## src/rtl/sd_acq_event_gen.sv

```systemverilog
// Acquisition event generator: compares the sequence counter against NUM_EVT
// double-buffered compare points and emits one-shot hits, sticky flags and a sampled code word.
module sd_acq_event_gen #(
  parameter int NUM_EVT = 8,
  parameter int CNT_W   = 22,
  parameter int BUS_W   = 16,
  parameter int STAT_W  = 4
) (
  input  logic                      clk_sys,
  input  logic                      rst,
  input  logic [CNT_W-1:0]          count,
  input  logic                      cnt_valid,
  input  logic                      cfg_load,
  input  logic [7:0]                cfg_sel,
  input  logic [BUS_W-1:0]          cfg_data,
  input  logic                      cfg_commit,
  input  logic                      dds_en,
  input  logic [STAT_W-1:0]         status_in,
  output logic [NUM_EVT-1:0]        evt_hit,
  output logic [NUM_EVT-1:0]        evt_sticky,
  output logic [NUM_EVT+STAT_W-1:0] code_out,
  output logic                      cfg_err
);

  logic [CNT_W-1:0]          sh_cmp_q  [NUM_EVT];
  logic [CNT_W-1:0]          sh_cmp_d  [NUM_EVT];
  logic [CNT_W-1:0]          act_cmp_q [NUM_EVT];
  logic [CNT_W-1:0]          act_cmp_d [NUM_EVT];
  logic [NUM_EVT-1:0]        sh_en_q, sh_en_d;
  logic [NUM_EVT-1:0]        act_en_q, act_en_d;
  logic [NUM_EVT-1:0]        armed_q, armed_d;
  logic [NUM_EVT-1:0]        hit_q, hit_d;
  logic [NUM_EVT-1:0]        sticky_q, sticky_d;
  logic [NUM_EVT-1:0]        acc_q, acc_d;
  logic [NUM_EVT+STAT_W-1:0] code_q, code_d;
  logic                      cfg_err_q, cfg_err_d;
  logic                      rearm;
  logic                      sel_ok;
  logic [NUM_EVT-1:0]        match;

  always_comb begin
    sh_cmp_d  = sh_cmp_q;
    act_cmp_d = act_cmp_q;
    sh_en_d   = sh_en_q;
    act_en_d  = act_en_q;
    match     = '0;
    sel_ok    = 1'b0;
    cfg_err_d = 1'b0;

    // A count of zero re-arms everything and counts as armed for its own compare.
    rearm = cnt_valid && (count == '0);
    for (int unsigned k = 0; k < NUM_EVT; k++)
      match[k] = cnt_valid && (count == act_cmp_q[k]) && act_en_q[k] && (armed_q[k] || rearm);

    if (cfg_load) begin
      for (int unsigned k = 0; k < NUM_EVT; k++) begin
        if (cfg_sel == 8'(2 * k)) begin
          sh_cmp_d[k][15:0] = cfg_data[15:0];
          sel_ok = 1'b1;
        end
        if (cfg_sel == 8'(2 * k + 1)) begin
          sh_cmp_d[k][CNT_W-1:16] = cfg_data[CNT_W-17:0];
          sel_ok = 1'b1;
        end
      end
      if (cfg_sel == 8'(2 * NUM_EVT)) begin
        sh_en_d = cfg_data[NUM_EVT-1:0];
        sel_ok  = 1'b1;
      end
      cfg_err_d = !sel_ok;
    end

    hit_d = match;
    // Commit takes the forwarded shadow values; its sticky clear and re-arm
    // override any hit evaluated in the same cycle.
    if (cfg_commit) begin
      act_cmp_d = sh_cmp_d;
      act_en_d  = sh_en_d;
      sticky_d  = '0;
      armed_d   = '1;
    end else begin
      sticky_d  = sticky_q | match;
      armed_d   = (armed_q | {NUM_EVT{rearm}}) & ~match;
    end

    if (dds_en) begin
      code_d = {acc_q | hit_q, status_in};
      acc_d  = '0;
    end else begin
      code_d = code_q;
      acc_d  = acc_q | hit_q;
    end
  end

  always_ff @(posedge clk_sys) begin
    if (rst) begin
      for (int unsigned k = 0; k < NUM_EVT; k++) begin
        sh_cmp_q[k]  <= '1;
        act_cmp_q[k] <= '1;
      end
      sh_en_q   <= '0;
      act_en_q  <= '0;
      armed_q   <= '1;
      hit_q     <= '0;
      sticky_q  <= '0;
      acc_q     <= '0;
      code_q    <= '0;
      cfg_err_q <= 1'b0;
    end else begin
      sh_cmp_q  <= sh_cmp_d;
      act_cmp_q <= act_cmp_d;
      sh_en_q   <= sh_en_d;
      act_en_q  <= act_en_d;
      armed_q   <= armed_d;
      hit_q     <= hit_d;
      sticky_q  <= sticky_d;
      acc_q     <= acc_d;
      code_q    <= code_d;
      cfg_err_q <= cfg_err_d;
    end
  end

  assign evt_hit    = hit_q;
  assign evt_sticky = sticky_q;
  assign code_out   = code_q;
  assign cfg_err    = cfg_err_q;

endmodule

```

## config.mk

```make
export PLATFORM = sky130hd
export DESIGN_NAME = sd_acq_event_gen
export DESIGN_NICKNAME = d
export VERILOG_FILES = /design/src/rtl/sd_acq_event_gen.sv
export SDC_FILE = /design/constraint.sdc
export NUM_CORES = 1
export LEC_CHECK = 0
export BUFFER_PORTS_ARGS = -buffer_cell sky130_fd_sc_hd__buf_4
export CAP_MARGIN = 20
export CORE_UTILIZATION = 32
export DETAILED_ROUTE_END_ITERATION = 10
export PLACE_DENSITY = 0.55
export REMOVE_ABC_BUFFERS = 1
export SYNTH_ARGS = -nofsm -noshare
export SYNTH_HDL_FRONTEND = slang
export SYNTH_SLANG_ARGS = --single-unit
```

## constraint.sdc

```tcl
create_clock -name clk_sys -period 6.95 [get_ports clk_sys]
set_input_delay 1.7375 -clock clk_sys [delete_from_list [all_inputs] [get_ports clk_sys]]
set_output_delay 1.7375 -clock clk_sys [all_outputs]
set_load 0.01 [all_outputs]
```

Word-level counts from Yosys, hierarchy flattened
Index checks and enable logic that the tools add are counted.

word-level totals
  register bits = 413
  logic and storage cells = 130

cells by class
  equal/unequal tests = 24
  multiplexer cells = 37
  bitwise logic cells = 6
  reduce and logical (&&, ||, !) cells = 39

operator list
  operator                                                                count
  22-bit equality test                                                    8
  176-bit two-way mux                                                     1
  16-bit two-way mux                                                      8
  8-bit by 4-bit equality test with 1-bit output (second input constant)  8
  6-bit two-way mux                                                       8
  8-bit by 3-bit equality test with 1-bit output (second input constant)  4
  1-bit logical AND                                                       25
  8-bit bitwise OR                                                        3
  22-bit logical NOT                                                      1
  1-bit two-way mux                                                       18
  8-bit by 2-bit equality test with 1-bit output (second input constant)  2
  8-bit two-way mux                                                       2
  8-bit bitwise AND                                                       1
  8-bit by 1-bit equality test with 1-bit output (second input constant)  1
  8-bit by 5-bit equality test with 1-bit output (second input constant)  1
  8-bit logical NOT                                                       1
  1-bit logical OR                                                        8
  8-bit NOT                                                               1
  2-bit OR reduction                                                      3
  1-bit logical NOT                                                       1
  1-bit NOT                                                               1

Longest topological paths before layout
Gate-level depths: netlist of run 1.

  depth in word-level cells = 20
  depth in mapped cells = 7
  mapped depth without buffers = 5

Least setup slack after synthesis of run 1
No wires, ideal clock.

  path type = input port to flip-flop
  start point = input port count[3]
  end point = register sticky_q[6], in the netlist evt_sticky[6]
  library setup time = 66 ps
  data arrival time = 3,331 ps
  slack = 3,553 ps
  stages = 6
  cell sequence = buf_4 -> or4_4 -> nor2_8 -> a21oi_2 -> or4_4 -> a21boi_2

on the way
  cells in the longest elaborated chain, start to end = 5
  elaborated cells on any way between the ends = 8
  classes of those cells = 1 x eq/ne; 1 x bitwise; 6 x reduce/logical

ends and longest elaborated chain
  item                                                               RTL line  RTL
  from (decl)                                                        11        input logic [CNT_W-1:0] count,
  22-bit equality test / 22-bit logical NOT (equally long branches)  53, 51
  1-bit logical AND, on equally long branches                        53, 51
  1-bit logical AND / 1-bit logical OR (equally long branches)       53        match[k] = cnt_valid && (count == act_cmp_q[k]) && act_en_q[k] && (armed_q[k] || rearm);
  1-bit logical AND (*)                                              53
  8-bit bitwise OR (*)                                               82        sticky_d = sticky_q | match;
  to (signal assigned)                                               116       sticky_q <= sticky_d;
  to (decl)                                                          33        logic [NUM_EVT-1:0] sticky_q, sticky_d;

Mark *: on every way between the ends. The rest lies on a longest branch, timed or not.
A chain may end at the register's enable or synchronous reset.

Worst setup path in the final report of run 1
  start point = input port cfg_sel[5]
  end point = register act_cmp_q[72] (netlist name)

on the way
  cells in the longest elaborated chain, start to end = 3

ends and longest elaborated chain
  item                                            RTL line  RTL
  from (decl)                                     14        input logic [7:0] cfg_sel,
  8-bit by 4-bit equality test with 1-bit output  57        if (cfg_sel == 8'(2 * k)) begin
  16-bit two-way mux                              57
  176-bit two-way mux                             55        if (cfg_load) begin
  to (signal assigned)                            111       act_cmp_q <= act_cmp_d;
  to (decl)                                       27        logic [CNT_W-1:0] act_cmp_q [NUM_EVT];

Every way passes these cells.

==> run summary, run 1 <==
On the final layout, the worst hold slack is 0.452 ns. In the post-synthesis netlist, the biggest area contributors are sky130_fd_sc_hd__dfxtp_1 50%, sky130_fd_sc_hd__xor2_1 7.8%, sky130_fd_sc_hd__mux2i_1 6.0%. After synthesis, the share of flip-flops with an asynchronous set or reset is 0%. The highest net fanout along the worst path came out at 24. The flip-flop and latch count after synthesis is 413. In this run the core area contains 83 standard-cell rows. The final cell area excluding filler cells came out at 0.0192 mm².

The post-route netlist has 10.9% of its cells at a drive strength greater than 1. The worst relative slew slack is 30.9%. The number of buffers added to fix hold violations after cts is 0. The total of endpoints with negative setup slack in the final report is 0. Global routing used 19.7% of the available tracks. The final antenna-violating net count came out at 0. The die area came out at 0.0530 mm². The number of cells on the worst reg-to-reg path is 5. The number of enable flip-flop cells after synthesis is 0. The internal cell power came out at 4.04 mW. The number of top-level pins came out at 85. The worst reg-to-reg setup slack came out at 4.80 ns. The clock latency reported for the late side of the worst-skew pair is 0.58 ns. The pre-antenna-repair detailed-routing pass consisted of 5 iterations. The min-delay analysis places its worst path in the category flip-flop to flip-flop.

By instance count, the leading cell after synthesis is sky130_fd_sc_hd__dfxtp_1. The leakage power total is 6.79 nW. Net switching is 23.3% of the power. Summed over all nets, the switching power comes to 1.23 mW. Each instance of the synthesized netlist takes up on average 9.30 µm². The total wirelength of the detailed-routed design came out at 52800 µm. In this run the worst setup path terminates at act_cmp_q[72]. The largest net degree at the start of global routing is 134.

Among all flip-flop cells after synthesis, the most frequent one is sky130_fd_sc_hd__dfxtp_1. The critical path launch point type is a primary input. The relative contribution of sequential cells to total power came out at 45.2%. The initial core utilization came out at 32.4%. The number of buffers on the longest clock path is 3. The number of global-route vias before repair came to 12.7k. On the final layout, the worst clock skew is 0.0178 ns. In this run the worst setup path begins at cfg_sel[5]. The final weighted congestion in routability-driven placement is 0.828. The core region area is 0.0514 mm². The initial antenna violation count is 0. The detail-routed net length per standard cell is 21.2 µm.

The number of distinct standard cells referenced by the synthesized netlist came out at 39. The core utilization of the finished layout came out at 37.4%. The cell taking the most area after synthesis is sky130_fd_sc_hd__dfxtp_1.

The die boundary height came out at 230 µm. The number of pins exceeding their max-slew limit in the final report is 0. The critical path required time is 7.38 ns. The number of antenna cells inserted is 0. After technology mapping, the gate count stands at 1790. The setup TNS is 0 ns.

The worst register-to-register path ends at evt_sticky[1]. Leaving out filler cells and counting taps, the final layout contains 2494. The flow ran to the end, and the final reports show no timing, DRC or antenna violations.

The initial detailed-routing violation count came out at 918. Summing the sequential cell areas from Yosys gives 49.7% of the chip area. The TritonCTS buffer count came out at 46. The CTS root buffer is sky130_fd_sc_hd__clkbuf_16. The commonest cells after synthesis are 413 x sky130_fd_sc_hd__dfxtp_1, 189 x sky130_fd_sc_hd__nor3_1, 149 x sky130_fd_sc_hd__xor2_1, 135 x sky130_fd_sc_hd__clkbuf_1, 126 x sky130_fd_sc_hd__nand2_1. The share of power burned in the clock network came out at 48.9%. The floorplan die width is 230 µm. The first global-routing pass estimated 79100 µm of wire.

The layout net count is 1833. Summed over all layers, the global routing overflow is 0. In this run the power density over the cells is 274 mW/mm². The sink count of the clock tree came out at 413.

TritonCTS built the clock tree. The half-perimeter wire length after placement came out at 31500 µm. The highest clock frequency the design can meet came out at 0.268 GHz. The critical path in this run is classified as primary input to flip-flop. The worst register-to-register path begins at act_cmp_q[140]. The per-cell via count in the routed design came out at 5.25. At the pin with the least slew margin, the transition time is 1.04 ns.

The number of levels the H-tree was split into is 2. The clock transition time at the flip-flop clock pins of the worst setup and hold paths came out at 0.06 ns. The number of instances in the placed design came out at 2408. The worst ir drop on vdd is 0.000152 V. The vias after detailed routing came out at 13.1k. The post-CTS setup buffer count is 0. In the routed design, unresolved DRC markers number 0. The area fraction of the dominant cell type after synthesis came out at 49.7%. The count of port buffers added during placement is 84. For the worst setup path, the data arrival time is 4.16 ns. Setup repair after global routing left no endpoint under its margin. For the finished layout, the period the worst path requires is 3.73 ns. In this run the cell area of the synthesized design comes to 0.0167 mm². Summing all placed instances gives a cell area of 0.0176 mm². The final critical path takes up 53.6% of the cycle. The hold violation count in the final report came out at 0. STA classifies the critical path endpoint as a flip-flop. Fill cells in the final layout number 5222. The number of cells upsized or downsized after cts came out at 0. Across the run, the number of max-cap violations was 0.

The warning count from the yosys run is 0. The portion of total power attributed to combinational logic is 5.9%. The growth of design area from synthesis to finish is 15.6%.
how the worst min path moves through the flow:
stage / end / startpoint / depth (start not counted)
6_report: acc_q[5] / acc_q[5] / 2
5_1_grt: acc_q[5] / acc_q[5] / 2
4_1_cts: acc_q[5] / acc_q[5] / 2
2_1_floorplan: acc_q[0] / acc_q[0] / 2
3_3_place_gp: acc_q[3] / acc_q[3] / 2
3_5_place_dp: acc_q[5] / acc_q[5] / 2
routing by layer:
layer	global-route usage (%)	share of wire (%)	vias up
met3	3.22	5.1	87
met2	31.5	46	366
li1	-	-	6229
met5	0	0	-
met4	7.41	3.1	0
met1	26.5	46	6403
sequential cells by signal, indices dropped and copies added (netlist names):
register	flops
code_out	12
act_en_q	8
evt_hit	8
acc_q	8
sh_cmp_q	176
act_cmp_q	176
armed_q	8
cfg_err	1
sh_en_q	8
evt_sticky	8
power by group through the flow:
stage,Sequential [mW],Clock (mW),Combinational [mW]
floorplan,2.43,0,0.0937
global placement,2.43,0,0.304
detailed placement,2.43,0,0.305
CTS,2.38,2.63,0.306
global route,2.38,2.73,0.322
finish,2.38,2.58,0.308
layout make-up:
class                   count  area [µm²]  area share (%)
clock buffers              66        1350            7.00
clock inverters            19         273            1.42
inverters                   1        3.75          0.0195
multi-input cells        1213        7710            40.0
flip-flops and latches    413        8270            43.0
well taps                 680         851            4.42
repair buffers            102         797            4.14
critical path: stages:
cell and delay (ns):
sky130_fd_sc_hd__buf_4 0.12, sky130_fd_sc_hd__or4_1 0.65, sky130_fd_sc_hd__nor2_4 0.64, sky130_fd_sc_hd__nand2_1 0.60, sky130_fd_sc_hd__nand2_1 0.28, sky130_fd_sc_hd__a31oi_1 0.11
cell families (layout without fill, tap and decap cells):
group | after synthesis | in the layout | synth area share, %
xor gates and xnor gates | 176 | 176 | 9.26
AOI/OAI and AO/OA | 217 | 217 | 7.60
muxes | 100 | 100 | 6.01
buffers and inverters | 164 | 188 | 4.19
and+or+nand+nor | 720 | 720 | 23.3
DFF | 413 | 413 | 49.7
cells in the final DEF (no fill, tap or decap), types with 3 or more instances in the layout:
| cell type | synthesis | final |
|---|---|---|
| sky130_fd_sc_hd__dfxtp_1 | 413 | 413 |
| sky130_fd_sc_hd__nor3_1 | 189 | 188 |
| sky130_fd_sc_hd__xor2_1 | 149 | 149 |
| sky130_fd_sc_hd__nand2_1 | 126 | 126 |
| sky130_fd_sc_hd__mux2i_1 | 100 | 100 |
| sky130_fd_sc_hd__buf_4 | 9 | 99 |
| sky130_fd_sc_hd__a21oi_1 | 96 | 96 |
| sky130_fd_sc_hd__nand3b_1 | 90 | 90 |
| sky130_fd_sc_hd__nand2b_1 | 89 | 89 |
| sky130_fd_sc_hd__a31oi_1 | 88 | 88 |
| sky130_fd_sc_hd__nand3_1 | 77 | 77 |
| sky130_fd_sc_hd__nor2_1 | 57 | 55 |
| sky130_fd_sc_hd__nor4_1 | 50 | 50 |
| sky130_fd_sc_hd__clkbuf_16 | 0 | 47 |
| sky130_fd_sc_hd__xnor2_1 | 27 | 27 |
| sky130_fd_sc_hd__a211oi_1 | 16 | 16 |
| sky130_fd_sc_hd__nand4_1 | 15 | 15 |
| sky130_fd_sc_hd__clkbuf_8 | 0 | 10 |
| sky130_fd_sc_hd__clkinv_2 | 0 | 9 |
| sky130_fd_sc_hd__clkbuf_1 | 135 | 9 |
| sky130_fd_sc_hd__o21ai_0 | 8 | 8 |
| sky130_fd_sc_hd__o21a_1 | 6 | 6 |
| sky130_fd_sc_hd__bufinv_16 | 0 | 6 |
| sky130_fd_sc_hd__nor2_2 | 4 | 5 |
| sky130_fd_sc_hd__and3_1 | 4 | 3 |
| sky130_fd_sc_hd__or4_4 | 3 | 3 |
| sky130_fd_sc_hd__or2_2 | 3 | 3 |
through the flow:
step / power [mW] / setup slack (ns)
after floorplan: 2.53 / -1.03
after global placement: 2.74 / 2.69
after detailed placement: 2.74 / 2.65
after CTS: 5.32 / 3.26
after global routing: 5.43 / 3.13
final: 5.27 / 3.22
(Power assumes the default switching activity.)
==> run 2, diff against run 1 <==
--- a/config.mk
+++ b/config.mk
@@ -9,7 +9,7 @@
 export CAP_MARGIN = 20
 export CORE_UTILIZATION = 32
 export DETAILED_ROUTE_END_ITERATION = 10
-export PLACE_DENSITY = 0.55
+export PLACE_DENSITY = 0.57
 export REMOVE_ABC_BUFFERS = 1
 export SYNTH_ARGS = -nofsm -noshare
 export SYNTH_HDL_FRONTEND = slang
==> constraint.sdc (replaced) <==
create_clock -name clk_sys -period 3.1 [get_ports clk_sys]
set_input_delay 0.775 -clock clk_sys [delete_from_list [all_inputs] [get_ports clk_sys]]
set_output_delay 0.775 -clock clk_sys [all_outputs]
set_load 0.01 [all_outputs]
==> run 2 against run 1 <==
  * Setup slack got worse by 2.6 ns
  * Largest power group unchanged
  * Core utilization grew 0.39 points
  * Clock power grew 120%
==> run summary, run 2 (synthesized netlist as in run 1, its figures left out) <==
After the first detailed-routing iteration, the DRC count stood at 1256. Counting along the longest clock path gives a buffer depth of 3. TritonCTS built the clock tree. The final period utilization is 78.5%. The setup TNS came out at 0 ns. The critical path goes through buf_4, xor2_1, nor4_1, nand4_1, nor4_1, buf_4. The net switching share of the total power is 23.6%. The total congestion overflow after global routing is 0. STA classifies the critical path startpoint as a primary input. The internal cell power is 8.95 mW. The final antenna-violating net count is 0. The die boundary height came out at 230 µm. The total of endpoints with negative setup slack in the final report came out at 0. For the finished layout, the period the worst path requires is 2.43 ns. The number of global-route vias before repair came to 12.8k.

The clock latency reported for the late side of the worst-skew pair came out at 0.60 ns. The worst setup path startpoint is count[3]. The number of clock buffers added by TritonCTS is 45. The number of buffers added to fix hold violations after cts is 0.

The highest net fanout along the worst path is 9. The count of port buffers added during placement came out at 84. CTS saw 413 sinks. The cell at the slowest stage of the critical path is sky130_fd_sc_hd__nor4_1.

The initial antenna violation count came to 0. After detailed routing, the number of vias per cell comes to 5.36. In the final routed layout, each cell accounts on average for 21.6 µm. Of the total power, the clock network draws 48.5%. The final setup skew is 0.0268 ns. The row count is 83. For the worst setup path, the data arrival time is 2.95 ns. The total DRC errors in the routed layout is 0. In the layout the commonest cells are 413 x sky130_fd_sc_hd__dfxtp_1, 189 x sky130_fd_sc_hd__nor3_1, 149 x sky130_fd_sc_hd__xor2_1. The CTS root buffer is sky130_fd_sc_hd__clkbuf_16. The largest net degree at the start of global routing came out at 166. The final weighted congestion in routability-driven placement came out at 0.865.

The global routing usage summed across all routing layers is 20.3%. The half-perimeter wire length after placement is 33800 µm. In this run the power spent charging and discharging nets is 2.77 mW.

The wire length of the first global-routing pass came out at 81600 µm. The die area is 0.0530 mm². The number of antenna cells inserted is 0. The portion of total power attributed to combinational logic came out at 6.0%. The clock transition time at the flip-flop clock pins of the worst setup and hold paths is 0.06 ns. STA classifies the critical path endpoint as a flip-flop. The growth of design area from synthesis to finish came out at 16.8%.

The ratio of total power to cell area came out at 602 mW/mm². The critical path required time came out at 3.62 ns. The core region is 0.0514 mm². The leakage power total is 6.90 nW. The critical hold path startpoint is status_in[3]. Setup repair after global routing left no endpoint under its margin. The number of top-level pins came out at 85. The critical path in this run is classified as primary input to flip-flop. Post-CTS repair changed the size of 0 cells.

The initial core utilization came out at 32.4%. The vias after detailed routing is 13.5k. The number of maximum-capacitance violations is 0.

The worst hold path class is primary input to flip-flop. The number of levels the H-tree was split into is 2. The total wirelength of the detailed-routed design is 54400 µm. The detailed-router iteration count before antenna repair is 5. The tightest hold path in the finished design has a slack of 0.445 ns.

The measured slew at the worst slew-check pin is 0.979 ns. In this run the critical register-to-register path is launched from act_cmp_q[140]. The relative contribution of sequential cells to total power is 45.6%. The flow ran to the end, and the final reports show no timing, DRC or antenna violations. The library cell used most frequently in the layout, excluding fill and tap cells, is sky130_fd_sc_hd__dfxtp_1. The worst relative slew slack came out at 34.7%. The hold violation count in the final report is 0.

The floorplan die width came out at 230 µm. The worst ir drop on vdd came out at 0.000452 V. The post-CTS setup buffer count is 0. The delay of the slowest cell on the worst path came out at 0.67 ns. The number of pins exceeding their max-slew limit in the final report came out at 0. The layout net count is 1855. The share of cells above drive strength 1 came out at 11.7%. Based on the critical path, the design can be clocked at up to 0.411 GHz.
run 2: per-stage QoR:
stage	setup WS (ns)	cell area, µm²	total power, mW	cells	util (%)
finish	0.666	19400	11.7	2513	37.8
CTS	0.697	19400	11.8	2512	37.8
global route	0.610	19400	12.1	2513	37.8
global placement	0.115	17900	6.15	2431	34.7
detailed placement	0.111	17900	6.15	2431	34.7
floorplan	-3.92	16000	5.67	1627	-
run 2: final timing paths:
check,endpoint,slack (ns),cells past startpoint
setup / recovery,evt_hit[1],0.67,6
hold / removal,code_out[3],0.44,3
setup reg to reg,evt_hit[1],0.73,5
hold reg to reg,acc_q[7],0.45,2
run 2: final cells by class:
cell class	instances	area, µm²
fillers	5161	32000
flip-flops and latches	413	8270
multi-input cells	1213	7700
clock buffers	65	1330
repair buffers	125	1050
well taps	680	851
clock inverters	16	244
inverters	1	3.75
run 2: power by group through the flow:
stage	logic [mW]	registers, mW	clock network (mW)
2_1_floorplan	0.210	5.46	0
3_5_place_dp	0.694	5.46	0
4_1_cts	0.696	5.34	5.78
3_3_place_gp	0.696	5.46	0
5_1_grt	0.732	5.34	6.00
6_report	0.702	5.34	5.68
run 2: metal layers:
| metal | vias up | routed length (µm) | GRT usage (%) |
|---|---|---|---|
| li1 | 6259 | - | - |
| met5 | - | 0 | 0 |
| met2 | 514 | 24600 | 31.7 |
| met4 | 0 | 1490 | 6.62 |
| met3 | 86 | 3740 | 2.86 |
| met1 | 6612 | 24500 | 28.4 |
run 2: worst max-delay path, delay by kind of cell:
family / cells / cell delay [ns]
buffers and inverters: 2 / 0.41
xor gates and xnor gates: 1 / 0.16
and+or+nand+nor: 3 / 1.60
